$ cat src/rtl/countdown_timer_pkg.sv
// Shared constants for the countdown timer: default width and FSM state encodings.
package countdown_timer_pkg;

   localparam int unsigned CDT_WIDTH = 8;

   localparam logic [1:0] CDT_IDLE    = 2'd0;
   localparam logic [1:0] CDT_RUN     = 2'd1;
   localparam logic [1:0] CDT_EXPIRED = 2'd2;

endpackage

$ cat src/rtl/countdown_fsm.sv
// Countdown timer control FSM: state register plus registered busy/done flags.
module countdown_fsm
   import countdown_timer_pkg::*;
(
   input  logic       clk,
   input  logic       Reset,
   input  logic       clr_i,
   input  logic       load_i,
   input  logic       load_zero_i,
   input  logic       stop_i,
   input  logic       start_i,
   input  logic       en_i,
   input  logic       count_nz_i,
   input  logic       count_one_i,
   input  logic       reload_nz_i,
   input  logic       wrap_i,
   output logic [1:0] state_o,
   output logic       busy_o,
   output logic       done_o
);

   logic [1:0] state_q, state_d;
   logic       busy_q, done_q;

   always_comb begin
      state_d = state_q;
      if (clr_i) begin
         state_d = CDT_IDLE;
      end else if (load_i) begin
         state_d = (state_q == CDT_RUN && !load_zero_i) ? CDT_RUN : CDT_IDLE;
      end else if (stop_i) begin
         if (state_q == CDT_RUN) state_d = CDT_IDLE;
      end else if (start_i) begin
         case (state_q)
            CDT_IDLE:    if (count_nz_i) state_d = CDT_RUN;
            CDT_EXPIRED: if (reload_nz_i) state_d = CDT_RUN;
            CDT_RUN:     state_d = CDT_RUN;
            default:     state_d = CDT_IDLE;
         endcase
      end else if (en_i && state_q == CDT_RUN && count_one_i) begin
         state_d = wrap_i ? CDT_RUN : CDT_EXPIRED;
      end else if (state_q == CDT_EXPIRED + 2'd1) begin
         // Unused encoding recovers to IDLE.
         state_d = CDT_IDLE;
      end
   end

   always_ff @(posedge clk or posedge Reset) begin
      if (Reset) begin
         state_q <= CDT_IDLE;
         busy_q  <= 1'b0;
         done_q  <= 1'b0;
      end else begin
         state_q <= state_d;
         busy_q  <= (state_d == CDT_RUN);
         done_q  <= (state_d == CDT_EXPIRED);
      end
   end

   assign state_o = state_q;
   assign busy_o  = busy_q;
   assign done_o  = done_q;

endmodule

$ cat src/rtl/countdown_timer.sv
// Loadable down-counter with one-cycle UF pulse and sticky done.
// Define AUTO_RELOAD_EN to reload from the reload register at zero instead of expiring.
module countdown_timer
   import countdown_timer_pkg::*;
#(
   parameter int unsigned WIDTH = CDT_WIDTH
) (
   input  logic             clk,
   input  logic             Reset,
   input  logic             CLR,
   input  logic             load,
   input  logic [WIDTH-1:0] load_value,
   input  logic             start,
   input  logic             stop,
   input  logic             EN,
   output logic [WIDTH-1:0] count,
   output logic             busy,
   output logic             done,
   output logic             UF
);

   logic [WIDTH-1:0] count_q, count_d;
   logic [WIDTH-1:0] reload_q, reload_d;
   logic             uf_q, uf_d;
   logic [1:0]       state;
   logic             count_nz, count_one, reload_nz, wrap;

   assign count_nz  = (count_q != '0);
   assign count_one = (count_q == WIDTH'(1));
   assign reload_nz = (reload_q != '0);

`ifdef AUTO_RELOAD_EN
   assign wrap = reload_nz;
`else
   assign wrap = 1'b0;
`endif

   always_comb begin
      count_d  = count_q;
      reload_d = reload_q;
      uf_d     = 1'b0;
      if (CLR) begin
         count_d = '0;
      end else if (load) begin
         count_d  = load_value;
         reload_d = load_value;
      end else if (stop) begin
         count_d = count_q;
      end else if (start) begin
         if (state == CDT_EXPIRED && reload_nz) count_d = reload_q;
      end else if (EN && state == CDT_RUN) begin
         if (count_one) begin
            uf_d    = 1'b1;
            count_d = wrap ? reload_q : '0;
         end else if (count_nz) begin
            count_d = count_q - WIDTH'(1);
         end
      end
   end

   always_ff @(posedge clk or posedge Reset) begin
      if (Reset) begin
         count_q  <= '0;
         reload_q <= '0;
         uf_q     <= 1'b0;
      end else begin
         count_q  <= count_d;
         reload_q <= reload_d;
         uf_q     <= uf_d;
      end
   end

   countdown_fsm u_fsm (
      .clk         (clk),
      .Reset       (Reset),
      .clr_i       (CLR),
      .load_i      (load),
      .load_zero_i (load_value == '0),
      .stop_i      (stop),
      .start_i     (start),
      .en_i        (EN),
      .count_nz_i  (count_nz),
      .count_one_i (count_one),
      .reload_nz_i (reload_nz),
      .wrap_i      (wrap),
      .state_o     (state),
      .busy_o      (busy),
      .done_o      (done)
   );

   assign count = count_q;
   assign UF    = uf_q;

endmodule

$ cat config.mk
export PLATFORM = sky130hd
export DESIGN_NAME = countdown_timer
export DESIGN_NICKNAME = d
export VERILOG_FILES = /design/src/rtl/countdown_timer_pkg.sv /design/src/rtl/countdown_fsm.sv /design/src/rtl/countdown_timer.sv
export SDC_FILE = /design/constraint.sdc
export NUM_CORES = 1
export LEC_CHECK = 0
export BUFFER_PORTS_ARGS = -buffer_cell sky130_fd_sc_hd__buf_2
export CAP_MARGIN = 30
export CELL_PAD_IN_SITES_DETAIL_PLACEMENT = 0
export CELL_PAD_IN_SITES_GLOBAL_PLACEMENT = 1
export CORE_AREA = 5 5 73 58
export DETAILED_ROUTE_END_ITERATION = 10
export DIE_AREA = 0 0 78 63
export HOLD_SLACK_MARGIN = 0.15
export PLACE_DENSITY = 0.87
export SLEW_MARGIN = 10
export SYNTH_ARGS = -nofsm -noshare
export SYNTH_HDL_FRONTEND = slang
export SYNTH_SLANG_ARGS = --single-unit
$ cat constraint.sdc
create_clock -name clk -period 2.13 [get_ports clk]
set_input_delay 0.426 -clock clk [delete_from_list [all_inputs] [get_ports clk]]
set_output_delay 0.426 -clock clk [all_outputs]
set_load 0.02 [all_outputs]
* Word level (Yosys, flattened, before mapping)
Cells that the tools add are included.
** Cells by class
- Equality and inequality tests :: 8
- Muxes and demuxes :: 25
- $add $sub $neg :: 1
- Bitwise logic cells :: 1
- Reductions and logical operators :: 13
** Operator list (count)
- 8-bit 2-to-1 mux :: 8
- 2-bit 2-to-1 mux :: 9
- 8-bit nonzero test :: 2
- 8-bit by 1-bit == test with 1-bit output (second input constant) :: 1
- 8-bit zero test :: 1
- 8-bit by 1-bit subtractor with 8-bit output (second input constant) :: 1
- 1-bit 2-to-1 mux :: 7
- 2-bit == test (second input constant) :: 3
- 2-bit case mux with 3 select lines :: 1
- 5-bit nonzero test :: 1
- 2-bit by 1-bit == test with 1-bit output (second input constant) :: 2
- 1-bit logical AND :: 4
- 4-bit by 3-bit inequality test with 1-bit output (second input constant) :: 1
- 4-bit AND reduction :: 1
- 4-bit nonzero test :: 1
- 3-bit inequality test (second input constant) :: 1
- 2-bit zero test :: 1
- 2-bit AND reduction :: 1
- 1-bit zero test :: 1
- 1-bit NOT :: 1
** Storage, ports and cells
- Bits in registers :: 21
- Logic and storage cells :: 54

* Logic depth before layout (Yosys ltp)
- Depth after elaboration :: 9
- Mapped depth :: 7
- Mapped depth without buffers :: 7

* By module
A second synthesis with hierarchy kept.
** Second synthesis, totals
- Cells, all modules :: 168
- Area total of the unflattened synthesis :: 1436.4 um^2
** By module, submodules not included
- countdown_timer :: times used 1, sequential area each 425.4 um^2, cells an instance 146, area an instance 1222.4 um^2
- countdown_fsm :: times used 1, sequential area each 100.1 um^2, cells an instance 22, area an instance 214.0 um^2

* Worst setup path before layout
OpenSTA, ideal clock, no wires.
- Path kind :: register to register
- Start point :: register count_q[1], in the netlist count[1]
- End point :: register count_q[3], in the netlist count[3]
- Stages on the path, launching flop included :: 8
- Buffers on the path :: 0
- Path slack :: 0.286 ns
- Library setup time :: 0.122 ns
- Arrival :: 1.723 ns
- Required time :: 2.008 ns
- Cell sequence :: dfrtp_1 > inv_1 > ha_1 > nor4b_2 > a21oi_2 > a221oi_1 > nor3_1 > a32o_1
** On the way
- Word-level cells in the longest chain between the ends :: 8
** RTL lines
- from (decl) :: line countdown_timer.sv:22 : logic [WIDTH-1:0] count_q, count_d;
- from (signal assigned) :: line countdown_timer.sv:67 : count_q <= count_d;
- 8-bit by 1-bit subtractor with 8-bit output :: line countdown_timer.sv:56 : count_d = count_q - WIDTH'(1);
- 8-bit 2-to-1 mux :: line countdown_timer.sv:55 : end else if (count_nz) begin
- 8-bit 2-to-1 mux :: line countdown_timer.sv:52 : if (count_one) begin
- 8-bit 2-to-1 mux :: line countdown_timer.sv:51 : end else if (EN && state == CDT_RUN) begin
- 8-bit 2-to-1 mux :: line countdown_timer.sv:49 : end else if (start) begin
- 8-bit 2-to-1 mux :: line countdown_timer.sv:47 : end else if (stop) begin
- 8-bit 2-to-1 mux :: line countdown_timer.sv:44 : end else if (load) begin
- 8-bit 2-to-1 mux :: line countdown_timer.sv:42 : if (CLR) begin
Several ways; a longest one is shown, not always the timed one. The select of a mux whose other input is x is not followed.
A chain may end at the register's enable or synchronous reset.

* Final worst setup path
Ends and elaborated chain as after synthesis.

==> impl_metrics.env <==
export IMPL_synth_compound_area_frac=0.222
export IMPL_dp_hpwl_um=2780
export IMPL_pre_cts_ws_ps=148
export IMPL_grt_first_pass_wirelength_um=6190
export IMPL_synth_simple_area_share=0.254
export IMPL_fillers=331
export IMPL_reg2reg_depth=7
export IMPL_netlist_area_um2=1400
export IMPL_hp_class="input port to asynchronous set/reset pin"
export IMPL_cts_tree="done"
export IMPL_grt_pass1_vias=1264
export IMPL_synth_xor_area_frac=0
export IMPL_synth_seq_area_share=0.376
export IMPL_ys_flop_type="dfrtp_1"
export IMPL_finalSetupTns_ps=0
export IMPL_cellLeakagePower_nw=0.752
export IMPL_layout_commonest_cell="buf_2"
export IMPL_drt_total_wl_um=3600
export IMPL_switching_share=0.357
export IMPL_boundaryPins=26
export IMPL_holdWs_ps=166
export IMPL_die_w_um=78
export IMPL_cts_buffers_inserted=3
export IMPL_synth_top_family_by_area="simple AND/OR/NAND/NOR gates"
export IMPL_p_per_area_nw_per_um2=675
export IMPL_end_kind="flop"
export IMPL_tightest_slew_ps=587
export IMPL_power_share_clock=0.252
export IMPL_synthArstFlopShare=1.00
export IMPL_synth_edff_count=0
export IMPL_synthAdderAreaFrac=0.0269
export IMPL_grt_max_degree=22
export IMPL_die_area_um2=4910
export IMPL_drtAntennaViolNets=0
export IMPL_worstReg2RegStart="count[1]$_DFFE_PP0P_"
export IMPL_start_kind="flop"
export IMPL_rrSetupSlack_ps=220
export IMPL_critPathArrivalTime_ps=2080
export IMPL_fin_crit_sh=0.895
export IMPL_power_switching_w=0.000397
export IMPL_syn2layout_area_growth_pct=17.9
export IMPL_required_ps=2300
export IMPL_start_util=0.400
export IMPL_avgSynthCellArea_um2=9.90
export IMPL_ys_ff_latch=21
export IMPL_n_antenna_cell=0
export IMPL_cts_path_max_buffers=2
export IMPL_slew_viol_final=0
export IMPL_io_buffers=25
export IMPL_die_h_um=63
export IMPL_cts_hold_buf=0
export IMPL_via_per_inst=5.71
export IMPL_setup_slack_ps=225
export IMPL_r2r_end="count[3]$_DFFE_PP0P_"
export IMPL_path_clk_slew_ps=90
export IMPL_crit_type="flop to flop"
export IMPL_yosys_warnings=0
export IMPL_drive_above_1_share=0.288
export IMPL_synth_mux_area_frac=0.0860
export IMPL_netlist_instances=141
export IMPL_fp_row_count=19
export IMPL_fin_skew_ps=10.6
export IMPL_fin_crit_ps=1910
export IMPL_p_comb_frac=0.290
export IMPL_post_cts_repair_setup_buffers=0
export IMPL_maxCapViolations=0
export IMPL_nNetsFinal=189
export IMPL_syn_nets=159
export IMPL_rsz0062_at_grt="no"
export IMPL_status="finished, final reports clean"
export IMPL_p_int_w=0.000715
export IMPL_ctsResizeCount=0
export IMPL_critPathMaxFanout=7
export IMPL_cts_num_sinks=21
export IMPL_sequentialPowerShare=0.457
export IMPL_final_cells=212
export IMPL_synth_cell_types=45
export IMPL_clock_latency_ps=280
export IMPL_clock_fmax_mhz=525
export IMPL_coreArea_um2=3490
export IMPL_gp_congestion=0.931
export IMPL_relSlewSlack=0.608
export IMPL_wl_per_cell_um=17.0
export IMPL_vias=1210
export IMPL_first_pass_iters=4
export IMPL_vdd_drop_max_mv=0.327
export IMPL_final_setup_viol_count=0
export IMPL_finalHoldViolations=0
export IMPL_dp_cells=208
export IMPL_drt_iter0_markers=129
export IMPL_antenna_found_initial=0
export IMPL_clock_root_buffer="clkbuf_8"
export IMPL_htreeDepth=1
export IMPL_final_cell_mix="buf_2 (25), dfrtp_1 (21), nand2_1 (16), a21oi_1 (16), nor2_1 (11)"
export IMPL_grt_overflow=0
export IMPL_grt_total_usage=0.155
export IMPL_drc_errors=0
==> cell usage after synthesis, types with 3 or more instances <==
library cell,instances,area share
a21oi_1,16,0.057
a32o_1,3,0.022
buf_2,3,0.011
clkbuf_1,3,0.0081
dfrtp_1,21,0.38
ha_1,3,0.027
inv_1,5,0.013
mux2_1,8,0.065
nand2_1,16,0.043
nand3b_1,4,0.022
nor2_1,11,0.030
nor2b_1,3,0.013
nor4_1,3,0.013
o22a_1,3,0.019
==> layer usage <==
metal / routed length [µm] / track usage / part of all wire / up-vias
met5: 0 / 0 / 0 / -
met4: 17 / 0.0274 / 0.0047 / 0
met3: 183 / 0.0403 / 0.051 / 2
met2: 1610 / 0.233 / 0.45 / 31
met1: 1790 / 0.224 / 0.50 / 597
li1: - / - / - / 580
==> registers in the layout, summed over array words and instances (netlist names) <==
| signal | cells |
|---|---|
| count | 8 |
| u_fsm.busy_o | 1 |
| reload_q | 8 |
| u_fsm.state_o | 2 |
| UF | 1 |
| u_fsm.done_o | 1 |
==> worst max path at each step <==
| stage | start | to | slack, ps | cells after the start |
|---|---|---|---|---|
| 2_1_floorplan | count[1]$_DFFE_PP0P_ | count[3]$_DFFE_PP0P_ | 290 | 7 |
| 3_3_place_gp | count[1]$_DFFE_PP0P_ | count[3]$_DFFE_PP0P_ | 140 | 7 |
| 3_5_place_dp | count[1]$_DFFE_PP0P_ | count[3]$_DFFE_PP0P_ | 150 | 7 |
| 4_1_cts | count[1]$_DFFE_PP0P_ | count[3]$_DFFE_PP0P_ | 130 | 7 |
| 5_1_grt | count[1]$_DFFE_PP0P_ | count[3]$_DFFE_PP0P_ | 60 | 7 |
| 6_report | count[1]$_DFFE_PP0P_ | count[3]$_DFFE_PP0P_ | 220 | 7 |
==> critical path, stage by stage (launching register included) <==
cell and delay (ps):
dfrtp_1 430, inv_1 120, ha_1 200, nor4b_4 290, a21oi_2 180, a221oi_1 260
nor3_1 110, a32o_1 210
==> kinds of logic after synthesis <==
family	after synthesis
DFF	21
adders and majority gates	3
muxes	10
and+or+nand+nor	55
buffers and inverters	12
AOI/OAI and AO/OA	40
==> cell type report <==
class / count / area [µm²] / share of cell area
tap: 42 / 52.6 / 0.0319
inverter: 6 / 22.5 / 0.0137
sequential: 21 / 526 / 0.319
clock buffer: 4 / 45.0 / 0.0274
multi-input combinational: 108 / 831 / 0.505
timing repair buffer: 31 / 170 / 0.103
==> metrics by stage <==
step / instance area, µm² / utilization / power, W
floorplan: 1400 / - / 0.000719
global placement: 1590 / 0.456 / 0.000828
detailed placement: 1590 / 0.456 / 0.000832
CTS: 1640 / 0.469 / 0.00111
global route: 1650 / 0.471 / 0.00117
finish: 1650 / 0.471 / 0.00111
==> power by group through the flow <==
stage,clock network [W],logic (W),registers [W]
after CTS,0.000282,0.000321,0.000505
after detailed placement,0,0.000319,0.000513
after global routing,0.000302,0.000353,0.000515
final,0.000281,0.000323,0.000508
after global placement,0,0.000317,0.000511
after floorplan,0,0.000197,0.000523
Note: power is estimated with default switching activity, not from simulation.
